--- config.mk ---
export PLATFORM = sky130hd
export DESIGN_NAME = reg_scoreboard
export DESIGN_NICKNAME = d
export VERILOG_FILES = /design/src/rtl/reg_scoreboard.sv
export SDC_FILE = /design/constraint.sdc
export NUM_CORES = 1
export LEC_CHECK = 0
export BUFFER_PORTS_ARGS = -buffer_cell sky130_fd_sc_hd__buf_2
export CORE_UTILIZATION = 45
export CTS_CLUSTER_SIZE = 28
export DETAILED_ROUTE_END_ITERATION = 16
export GPL_ROUTABILITY_DRIVEN = 0
export PLACE_DENSITY = 0.66
export RECOVER_POWER = 100
export SYNTH_ARGS = -nofsm -noshare
export SYNTH_HDL_FRONTEND = slang
export SYNTH_SLANG_ARGS = --single-unit
--- constraint.sdc ---
create_clock -name clk -period 3.2 [get_ports clk]
set_input_delay 0.64 -clock clk [delete_from_list [all_inputs] [get_ports clk]]
set_output_delay 0.64 -clock clk [all_outputs]
set_load 0.05 [all_outputs]
--- src/rtl/reg_scoreboard.sv ---
// reg_scoreboard
//
// Register-hazard scoreboard for the 5-stage pipeline. It counts in-flight
// writers per architectural register and, separately, in-flight loads whose
// data is not yet on a bypass path. Decode is held off when:
//   - a used source waits on such a load; or
//   - the destination's writer count is already saturated.
// ALU-to-ALU dependencies are left to the EX bypass mux.
//
// Ports
//   clk, rst_n            rising-edge clock, asynchronous active-low reset
//   issue_valid/ready     decode handshake; a transfer fires on valid & ready
//   issue_rs/rt(_used)    source indices and their "actually read" flags
//   issue_wr_en/wr_reg    destination write enable and index
//   issue_is_load         instruction is a load (meaningful with wr_en)
//   ld_data_valid/ld_reg  load data for ld_reg reached a bypass path
//   wb_valid/wb_reg       writeback retires a write to wb_reg
//   busy_vec              per-register "writer in flight" flags
//   stall_cnt             saturating count of stalled-issue cycles
//   sb_err                sticky counter underflow / overflow flag

module reg_scoreboard #(
    parameter int NREG   = 8,
    parameter int CNTW   = 2,
    parameter int STALLW = 16
) (
    input  logic              clk,
    input  logic              rst_n,
    input  logic              issue_valid,
    output logic              issue_ready,
    input  logic [2:0]        issue_rs,
    input  logic [2:0]        issue_rt,
    input  logic              issue_rs_used,
    input  logic              issue_rt_used,
    input  logic              issue_wr_en,
    input  logic [2:0]        issue_wr_reg,
    input  logic              issue_is_load,
    input  logic              ld_data_valid,
    input  logic [2:0]        ld_reg,
    input  logic              wb_valid,
    input  logic [2:0]        wb_reg,
    output logic [NREG-1:0]   busy_vec,
    output logic [STALLW-1:0] stall_cnt,
    output logic              sb_err
);

    localparam int IDXW = 3;
    localparam logic [CNTW-1:0] CNT_MAX = '1;

    logic [CNTW-1:0] pend_cnt [NREG];
    logic [CNTW-1:0] ld_pend  [NREG];
    // Next count in [CNTW-1:0], error flag in [CNTW].
    logic [CNTW:0]   pend_step [NREG];
    logic [CNTW:0]   ld_step   [NREG];
    logic            err_nxt;
    logic            fire;
    logic            rs_blk;
    logic            rt_blk;
    logic            wr_blk;

    // Saturating up/down step. Opposite events cancel; stepping past either
    // end holds the count and raises the error bit.
    function automatic logic [CNTW:0] cnt_step(input logic [CNTW-1:0] cnt,
                                               input logic inc,
                                               input logic dec);
        logic [CNTW:0] res;
        res = {1'b0, cnt};
        if (inc && !dec) begin
            if (cnt == CNT_MAX) res[CNTW] = 1'b1;
            else                res[CNTW-1:0] = cnt + CNTW'(1);
        end else if (dec && !inc) begin
            if (cnt == '0) res[CNTW] = 1'b1;
            else           res[CNTW-1:0] = cnt - CNTW'(1);
        end
        return res;
    endfunction

    // A load still blocks unless its data arrives this very cycle, which
    // gives the same-cycle unblock.
    function automatic logic ld_blocks(input logic [CNTW-1:0] cnt,
                                       input logic credit);
        return cnt > CNTW'(credit);
    endfunction

    function automatic logic [STALLW-1:0] stall_sat(input logic [STALLW-1:0] v);
        return (v == '1) ? v : v + STALLW'(1);
    endfunction

    // Writer saturation ignores a same-cycle writeback: the freed slot is
    // only visible one cycle later, keeping wb off the ready path.
    always_comb begin
        rs_blk = issue_rs_used && ld_blocks(ld_pend[issue_rs],
                                            ld_data_valid && (ld_reg == issue_rs));
        rt_blk = issue_rt_used && ld_blocks(ld_pend[issue_rt],
                                            ld_data_valid && (ld_reg == issue_rt));
        wr_blk = issue_wr_en && (pend_cnt[issue_wr_reg] == CNT_MAX);
        issue_ready = !(rs_blk || rt_blk || wr_blk);
    end

    assign fire = issue_valid && issue_ready;

    always_comb begin
        err_nxt = 1'b0;
        for (int r = 0; r < NREG; r++) begin
            pend_step[r] = cnt_step(pend_cnt[r],
                                    fire && issue_wr_en && (issue_wr_reg == IDXW'(r)),
                                    wb_valid && (wb_reg == IDXW'(r)));
            ld_step[r]   = cnt_step(ld_pend[r],
                                    fire && issue_wr_en && issue_is_load &&
                                    (issue_wr_reg == IDXW'(r)),
                                    ld_data_valid && (ld_reg == IDXW'(r)));
            err_nxt = err_nxt | pend_step[r][CNTW] | ld_step[r][CNTW];
        end
    end

    always_comb begin
        busy_vec = '0;
        for (int r = 0; r < NREG; r++) begin
            busy_vec[r] = |pend_cnt[r];
        end
    end

    always_ff @(posedge clk or negedge rst_n) begin
        if (!rst_n) begin
            for (int r = 0; r < NREG; r++) begin
                pend_cnt[r] <= '0;
                ld_pend[r]  <= '0;
            end
            stall_cnt <= '0;
            sb_err    <= 1'b0;
        end else begin
            for (int r = 0; r < NREG; r++) begin
                pend_cnt[r] <= pend_step[r][CNTW-1:0];
                ld_pend[r]  <= ld_step[r][CNTW-1:0];
            end
            if (issue_valid && !issue_ready) stall_cnt <= stall_sat(stall_cnt);
            sb_err <= sb_err | err_nxt;
        end
    end

endmodule
==> summary.txt, run 1 <==
Yosys
  • Synth cell count leaders: 67 x ha_1, 61 x inv_1, 57 x nor2_1
  • Post-synthesis mux area share: 9.72%
  • Count leader, synth: ha_1
  • Adder-cell share of the synthesized area: 18.8%
  • Syn_area_per_cell: 8.86 um2
  • Synth warnings: 0
  • Part of the Yosys area used for sequential elements: 27.5%
  • Largest family of logic cells by synthesized area: simple AND/OR/NAND/NOR gates
  • Yosys reg bits: 49
  • Synth area leader: dfrtp_1
  • Synthesized area: 4460 um2
  • Mapped Cells: 503
  • Synth Area in Compound Gates: 12.8%
  • Mapped Nets: 594
  • Primary FF master, synth: dfrtp_1
  • Synth top area share: 27.5%
  • Asr flop ratio synth: 100%
  • Post-Synth XOR/XNOR Area: 4.13%
  • Simple-gate share of the synthesized area: 20.7%
  • Synth cell types: 48
  • Largest cells by area after synthesis: dfrtp_1 28%, ha_1 19%, mux2i_1 5.2%
  • Number of synthesized flops with an enable pin: 0

Pwr
  • P_leak: 0.00273 uW
  • VDD IR-drop max: 0.396 mV
  • Final Power: 3940 uW
  • Pwr dens: 639 nW/um2

Clocking
  • CTS tree: yes
  • Htree depth: 2
  • Clock Pin Slew Worst Setup and Hold Paths: 110 ps
  • # hold bufs at CTS: 0
  • Maximum buffer depth of the clock tree: 2
  • Root Driver: clkbuf_8
  • Clk Latency, worst-skew pair: 320 ps
  • Clk sinks: 49
  • CTS buffer count: 5

Flow run
  • Max Cap Viol: 0

Detailed routing
  • Total Wirelength: 13.1 mm
  • Wire per inst: 16.8 um
  • Via count: 4195
  • DRT antenna net count: 0
  • Post-DR vias/cell: 5.40
  • # DRC: 0
  • 1st-pass router iterations: 5
  • Detailed Route Iter0 Violations: 181

Setup path
  • Most common cell on crit path: ha_2
  • FF-to-FF path depth: 15
  • Worst EP arrival: 3800 ps
  • CP Max Fanout: 4
  • CP cell instances: mux4_2, mux2i_1, ha_2, o32a_1, a31oi_4, nor3_4, or3b_4, nor2_2, ha_2, nor2b_2, a22o_1, a221oi_2, nand4_1, nor2_1, o2111ai_1
  • Worst setup EP type: flip-flop
  • Buf+Inv Stages, Crit Path: 0
  • Setup CP Type: reg2reg
  • CP required: 3370 ps
  • CP max stage delay: 480 ps
  • CP max stage cell: mux4_2
  • FF-to-FF End: sb_err
  • Flop-to-flop setup slack: -430 ps
  • Kind of cell adding the most delay to the critical path: simple AND/OR/NAND/NOR gates
  • R2r startpoint: ld_pend[8]
  • Crit path launch type: flip-flop

Global routing
  • Largest net degree at the start of global routing: 32
  • GR Overflow Total: 0
  • GR peak layer: met2
  • Grt met1 use: 31.0%
  • Met3 Use GR: 2.76%
  • Total Routing Usage GR: 25.1%
  • First-pass GRT wire length: 20.3 mm
  • Initial antenna violation count: 0
  • Met2 usage: 45.8%
  • Vias in the first global route: 4268

STA
  • Final period util: 113%
  • Unrepaired setup endpoints after global routing: true
  • Worst Max-Slew Pin Slew: 1120 ps
  • Final setup fails: 24
  • Fmax: 276 MHz
  • Slew headroom: 25.2%
  • Final hold violations: 0
  • Final min period: 3630 ps
  • Clock Skews: 14.4 ps
  • Final WS setup: -427 ps
  • Pins Over Slew Limit: 0

Placement
  • Port buffer count: 49
  • Final HPWL DP: 9.61 mm
  • DP Area: 5580 um2
  • Inst Count DP: 755
  • DP Worst Slack: -705 ps

Die
  • Die area: 10300 um2
  • Core area: 9420 um2
  • Starting Density: 47.3%
  • Die Ht: 102 um
  • Placement Rows: 35
  • Die X-Extent: 102 um
  • # IOs: 50

Outcome
  • Outcome: finished with violations
  • Violated checks: negative setup slack

Min path
  • HP Class: in2async

Layout
  • Final Non-Filler Cells: 777
  • Fin nets: 738
  • FILL cells: 766
  • # diodes: 0
  • Area growth syn-to-layout: 38.3%
  • Design area: 6160 um2
  • Post-layout util: 65.5%
  • Share of layout cells above drive strength 1: 35.3%
through the flow:
step	hold slack (ps)	TNS (ps)
5_1_grt	524	-5180
3_5_place_dp	485	-14970
4_1_cts	258	-1260
6_report	496	-2390
3_3_place_gp	470	-12760
2_1_floorplan	344	-14790
cells in the final DEF, fill, tap and decap left out, types with 6 or more instances in the layout:
cell,instances
dfrtp_1,49
o21ai_1,8
inv_1,61
buf_6,14
nor2_4,6
ha_4,12
mux2i_1,23
nor3_1,13
clkbuf_1,24
o21ai_0,13
buf_2,23
ha_2,13
mux4_2,8
xor2_1,16
buf_4,82
nor3b_1,9
nand2b_1,10
nand3_1,11
a22oi_1,6
nor2_2,9
a21oi_1,25
ha_1,42
nand2_1,36
nor2_1,42
a211oi_4,12
state kept, by name, indices dropped and copies added, names as in the netlist:
signal     flops
stall_cnt     16
pend_cnt      16
sb_err         1
ld_pend       16
metal layers:
metal	share of wire [%]	vias up
li1	-	2023
met1	42	2030
met3	4.0	27
met4	2.7	0
met5	0	-
met2	52	115
worst register-to-register path: cells and delay by family, from the launching register on:
| kind | cells | cell delay [ps] |
|---|---|---|
| AND/OR/NAND/NOR | 6 | 1200 |
| AO/OA/AOI/OAI | 5 | 830 |
| multiplexers | 2 | 640 |
| flip-flops | 1 | 450 |
| adder cells (fa/ha/maj) | 2 | 380 |
cells by family (layout without fill, tap and decap cells):
logic type                 count (synthesis)  in the layout
adders and majority gates                 67             67
AOI/OAI and AO/OA                         86             86
DFF                                       49             49
muxes                                     33             33
buffers and inverters                     70            215
and+or+nand+nor                          177            177
xor gates and xnor gates                  21             21
worst max path at each step:
| stage | to | depth (start not counted) | start | slack (ps) |
|---|---|---|---|---|
| 3_3_place_gp | sb_err | 17 | issue_rt[0] | -570 |
| 4_1_cts | sb_err | 15 | ld_pend[0] | -290 |
| 2_1_floorplan | sb_err | 15 | issue_rs[0] | -840 |
| 3_5_place_dp | sb_err | 15 | issue_rs[0] | -700 |
| 6_report | sb_err | 15 | ld_pend[8] | -430 |
| 5_1_grt | sb_err | 15 | ld_pend[0] | -530 |
final cells by class:
| class | count | area [um2] | share of cell area [%] |
|---|---|---|---|
| Multi-Input combinational cell | 384 | 3450 | 56.0 |
| Sequential cell | 49 | 1230 | 19.9 |
| Timing Repair Buffer | 146 | 996 | 16.2 |
| Inverter | 61 | 229 | 3.71 |
| Tap cell | 129 | 161 | 2.62 |
| Clock buffer | 5 | 68.8 | 1.12 |
| Clock inverter | 3 | 28.8 | 0.467 |
what timing repair did:
action                     4_1_cts  5_1_grt
resized for setup               51       46
buffers inserted                13        5
setup endpoints to repair       32       33
pin swaps                       24       33
cloned                           0        0
where the power goes:
| part | switching [uW] | total [uW] | leakage (uW) | internal (uW) |
|---|---|---|---|---|
| registers | 253 | 1100 | 0.000615 | 845 |
| logic | 1460 | 2420 | 0.00207 | 958 |
| clock network | 256 | 421 | 0.0000506 | 164 |
Power figures use the tool's default switching activity.
==> inputs of run 2 (changes only) <==
==> constraint.sdc (replaced) <==
create_clock -name clk -period 3.2 [get_ports clk]
set_input_delay 0.64 -clock clk [delete_from_list [all_inputs] [get_ports clk]]
set_output_delay 0.64 -clock clk [all_outputs]
set_load 0.1 [all_outputs]
==> run 2 against run 1 <==
The flow finishes with violations (max-capacitance violations, max-slew violations, negative setup slack). Sequential share of layout area up 0.14 points. Core utilization down 0.47 points. Highest routed layer unchanged. Largest power group unchanged. Register-to-register slack better by 160 ps. Maximum frequency up 4.6%.
==> summary.txt, run 2 (synthesis gave the netlist of run 1 again) <==
Detailed routing
  • Post-DR vias/cell: 5.30
  • 1st-pass router iterations: 4
  • # DRC: 0
  • DRT antenna net count: 0
  • Via count: 4120
  • Detailed Route Iter0 Violations: 217
  • Wire per inst: 15.7 um
  • Total Wirelength: 12.2 mm

Layout
  • Largest regs: ld_pend: 16 flops, pend_cnt: 16 flops, stall_cnt: 16 flops
  • Design area: 6120 um2
  • Most frequent cells in the layout: 79 x buf_4, 61 x inv_1, 49 x dfrtp_1, 46 x ha_1, 39 x nor2_1
  • Most common library cell in the layout ignoring fill and taps: buf_4
  • # diodes: 0
  • Fin nets: 738
  • Share of layout cells above drive strength 1: 34.1%
  • Area growth syn-to-layout: 37.3%

Setup path
  • CP Max Fanout: 4
  • CP required: 3380 ps
  • Buf+Inv Stages, Crit Path: 0
  • CP cell instances: mux4_2, mux2i_1, ha_1, o32a_1, a31oi_4, nor3_4, or3b_4, nor2_2, ha_2, nor2b_4, a22o_1, a221oi_2, nand4_1, nor2_1, o2111ai_1
  • Worst EP arrival: 3650 ps
  • CP max stage delay: 480 ps
  • Setup CP Type: reg2reg
  • Worst setup EP type: flip-flop
  • Kind of cell adding the most delay to the critical path: simple AND/OR/NAND/NOR gates
  • CP max stage cell: mux4_2
  • Crit path launch type: flip-flop

Global routing
  • First-pass GRT wire length: 19.1 mm
  • Largest net degree at the start of global routing: 38
  • Met3 Use GR: 3.59%
  • Met2 usage: 43.0%
  • GR peak layer: met2
  • Vias in the first global route: 4058
  • Grt met1 use: 30.2%
  • Total Routing Usage GR: 23.8%
  • Initial antenna violation count: 0
  • GR Overflow Total: 0

Die
  • Starting Density: 47.3%
  • Die X-Extent: 102 um
  • Placement Rows: 35
  • Die Ht: 102 um
  • Core area: 9420 um2
  • # IOs: 50
  • Die area: 10300 um2

Placement
  • Port buffer count: 49
  • DP Area: 5550 um2
  • Final HPWL DP: 9.35 mm

STA
  • Slew headroom: -39.9%
  • Final hold violations: 0
  • Worst Max-Slew Pin Slew: 2100 ps
  • Final WS setup: -268 ps
  • Pins Over Slew Limit: 38
  • Clock Skews: 6.28 ps
  • Unrepaired setup endpoints after global routing: true
  • WHS: 493 ps
  • Fmax: 288 MHz
  • Final min period: 3470 ps
  • Final period util: 108%
  • Final setup fails: 23

Flow run
  • Max Cap Viol: 1

Clocking
  • CTS buffer count: 5
  • Root Driver: clkbuf_8
  • Maximum buffer depth of the clock tree: 2
  • Clock Pin Slew Worst Setup and Hold Paths: 110 ps
  • CTS tree: yes
  • # hold bufs at CTS: 0
  • Clk sinks: 49
  • Htree depth: 2
  • Clk Latency, worst-skew pair: 320 ps

Pwr
  • P_leak: 0.00270 uW
  • Sw frac: 54.8%
  • Pwr dens: 710 nW/um2
  • VDD IR-drop max: 0.604 mV
  • Switching Power: 2380 uW
  • Reg power frac: 25.2%
  • Pint: 1960 uW
  • Comb pwr share: 65.3%
  • Clock share of power: 9.5%

Min path
  • HP Class: reg2reg

Outcome
  • Outcome: finished with violations
  • Violated checks: max-capacitance violations, max-slew violations, negative setup slack
run 2: cell count changes in the layout (fill, tap and decap cells not counted), sizes merged:
cell           delta
clkbuf            +3
buf               -4
clkinvlp          +1
clkinv            -1
clkdlybuf4s15     +1
run 2: layer usage:
layer / vias up / share of wire, %
met5: - / 0
met4: 0 / 1.1
met3: 16 / 3.2
met2: 76 / 51
met1: 2004 / 45
li1: 2024 / -
run 2: power groups by stage:
stage / Combinational [uW] / Clock (uW) / Sequential [uW]
floorplan: 1590 / 0 / 1360
global placement: 2510 / 0 / 1090
CTS: 2720 / 419 / 1090
detailed placement: 2580 / 0 / 1100
global route: 3040 / 446 / 1130
finish: 2840 / 411 / 1090
run 2: repair_timing:
action	in CTS	in global routing
setup endpoints to repair	32	34
buffers inserted	7	8
resized for setup	45	55
pin swaps	19	18
run 2: stage by stage:
step           power (uW)  util [%]  setup TNS [ps]  instances  worst slack (ps)
6_report             4340      65.0           -1900        777              -268
5_1_grt              4620      65.0           -4980        777              -376
4_1_cts              4240      62.7           -1810        770              -277
3_5_place_dp         3690      58.9          -14880        756              -790
3_3_place_gp         3600      58.9          -12540        756              -628
2_1_floorplan        2960         -          -28000        503             -1200
run 2: final cells by class:
class,instances,area (um2)
clock buffers,5,68.8
clock inverters,3,25.0
fillers,770,3300
inverters,61,229
multi-input cells,384,3400
flip-flops and latches,49,1230
well taps,129,161
repair buffers,146,1010
run 2: worst register-to-register path, stage by stage, from the launching register on:
cell and delay [ps]:
dfrtp_1 440, mux4_2 480, mux2i_1 160, ha_1 170
o32a_1 180, a31oi_4 110, nor3_4 180, or3b_4 460
nor2_2 100, ha_2 220, nor2b_4 50, a22o_1 200
a221oi_2 180, nand4_1 160, nor2_1 130, o2111ai_1 110
run 2: path summary, 6_finish.rpt:
path / from / endpoint / slack [ps] / cells after the start
setup / recovery: ld_pend[0] / sb_err / -270 / 15
hold / removal: stall_cnt[12] / stall_cnt[12] / 490 / 1
setup reg to reg: ld_pend[0] / sb_err / -270 / 15
hold reg to reg: stall_cnt[12] / stall_cnt[12] / 490 / 1
max in group asynchronous: rst_n / stall_cnt[8] / 1090 / 1
min in group asynchronous: rst_n / pend_cnt[11] / 920 / 1
==> inputs of run 3 (changes only) <==
- MAX_ROUTING_LAYER: not set -> met4
==> run 3 against run 2 <==
The flow still finishes with violations (max-capacitance violations, max-slew violations, negative setup slack). Register-to-register slack barely moved. Worst setup slack improved by 0.99 ps. Power barely moved. Via count rose by 0.90%. Largest power group unchanged. Highest routed layer unchanged.
==> summary.txt, run 3 (synthesis gave the netlist of run 1 again) <==
Pwr
  • Comb pwr share: 65.4%
  • Clock share of power: 9.4%
  • VDD IR-drop max: 0.604 mV
  • Switching Power: 2380 uW
  • P_leak: 0.00270 uW
  • Final Power: 4350 uW
  • Pwr dens: 709 nW/um2
  • Reg power frac: 25.2%
  • Sw frac: 54.8%
  • Pint: 1960 uW

Flow run
  • Max Cap Viol: 1

STA
  • Final setup fails: 21
  • Final period util: 108%
  • WHS: 493 ps
  • Clock Skews: 10.2 ps
  • Worst Max-Slew Pin Slew: 2100 ps
  • Unrepaired setup endpoints after global routing: true
  • Final min period: 3470 ps
  • Fmax: 288 MHz
  • Slew headroom: -40.3%
  • Final hold violations: 0
  • TNS Setup: -1780 ps
  • Pins Over Slew Limit: 38
  • Final WS setup: -267 ps

Layout
  • Area growth syn-to-layout: 37.6%
  • Largest regs: ld_pend: 16 flops, pend_cnt: 16 flops, stall_cnt: 16 flops
  • Fin nets: 738
  • Share of layout cells above drive strength 1: 34.1%
  • Most common library cell in the layout ignoring fill and taps: buf_4
  • Most frequent cells in the layout: 79 x buf_4, 61 x inv_1, 49 x dfrtp_1, 46 x ha_1, 39 x nor2_1
  • # diodes: 0

Die
  • Starting Density: 47.3%
  • Placement Rows: 35
  • Die X-Extent: 102 um
  • Die area: 10300 um2
  • Die Ht: 102 um
  • # IOs: 50
  • Core area: 9420 um2

Clocking
  • Root Driver: clkbuf_8
  • # hold bufs at CTS: 0
  • Maximum buffer depth of the clock tree: 2
  • Clk Latency, worst-skew pair: 320 ps
  • Htree depth: 2
  • Clk sinks: 49
  • CTS tree: yes
  • Clock Pin Slew Worst Setup and Hold Paths: 110 ps
  • CTS buffer count: 5

Global routing
  • Initial antenna violation count: 0
  • GR Overflow Total: 0
  • First-pass GRT wire length: 19.1 mm
  • Total Routing Usage GR: 24.6%
  • Largest net degree at the start of global routing: 38
  • Vias in the first global route: 4060

Setup path
  • Setup CP Type: reg2reg
  • FF-to-FF End: sb_err
  • R2r startpoint: ld_pend[0]
  • Crit path launch type: flip-flop
  • Worst setup EP type: flip-flop
  • FF-to-FF path depth: 15
  • Critical Path Start: ld_pend[0]
  • Flop-to-flop setup slack: -270 ps
  • Crit path capture: sb_err
  • CP required: 3380 ps
  • Worst EP arrival: 3650 ps
  • CP Max Fanout: 4

Detailed routing
  • Wire per inst: 15.7 um
  • # DRC: 0
  • Detailed Route Iter0 Violations: 246
  • Total Wirelength: 12.2 mm
  • DRT antenna net count: 0
  • Post-DR vias/cell: 5.35
  • Via count: 4157
  • 1st-pass router iterations: 4

Outcome
  • Outcome: finished with violations
  • Violated checks: max-capacitance violations, max-slew violations, negative setup slack

Placement
  • Port buffer count: 49
  • Final HPWL DP: 9.35 mm

Min path
  • HP Class: reg2reg
-- run 3: cell count changes in the layout (fill, tap and decap cells not counted) --
cell	before	now
ha_2	11	10
ha_4	10	11
-- run 3: layout make-up --
class	count	area (um2)
fill	766	3290
clock buffer	5	68.8
sequential	49	1230
timing repair buffer	146	1010
multi-input combinational	384	3410
inverter	61	229
tap	129	161
clock inverter	3	25.0
-- run 3: worst max-delay path, stage by stage, from the launching register on --
cell	delay (ps)
dfrtp_1	440
mux4_2	480
mux2i_1	160
ha_1	170
o32a_1	180
a31oi_4	110
nor3_4	190
or3b_4	450
nor2_2	100
ha_2	220
nor2b_4	50
a22o_1	200
a221oi_2	190
nand4_1	160
nor2_1	130
o2111ai_1	110
-- run 3: metal layers --
layer | share of wire (%) | up-vias | global-route usage, %
met1 | 44 | 2039 | 30.2
met3 | 3.6 | 19 | 3.59
met2 | 51 | 77 | 43.1
met4 | 1.4 | 0 | 4.35
li1 | - | 2022 | -
met5 | 0 | - | -
-- run 3: worst min-delay path by stage --
stage	from	to	slack (ps)	cells past startpoint
finish	stall_cnt[12]	stall_cnt[12]	490	1
detailed placement	stall_cnt[12]	stall_cnt[12]	480	1
global placement	stall_cnt[12]	stall_cnt[12]	470	1
floorplan	rst_n	ld_pend[0]	340	0
global route	stall_cnt[11]	stall_cnt[11]	510	1
CTS	rst_n	pend_cnt[11]	470	1
-- run 3: power groups by stage --
| stage | Sequential (uW) | Combinational [uW] | Clock (uW) |
|---|---|---|---|
| after floorplan | 1360 | 1590 | 0 |
| after global placement | 1090 | 2510 | 0 |
| after detailed placement | 1100 | 2580 | 0 |
| after CTS | 1090 | 2720 | 419 |
| after global routing | 1130 | 3040 | 448 |
| final | 1090 | 2840 | 410 |
-- run 3: per-stage QoR --
step | instances | instance area, um2 | util (%) | setup slack (ps)
floorplan | 503 | 4570 | - | -1200
global placement | 756 | 5550 | 58.9 | -628
detailed placement | 756 | 5550 | 58.9 | -790
CTS | 770 | 5900 | 62.7 | -277
global route | 777 | 6130 | 65.1 | -374
finish | 777 | 6130 | 65.1 | -267
-- run 3: timing repair --
action | CTS | global route
resized for setup | 45 | 56
pin swaps | 19 | 19
cloned | 0 | 0
endpoints found under the setup margin | 32 | 34
buffers inserted | 7 | 8
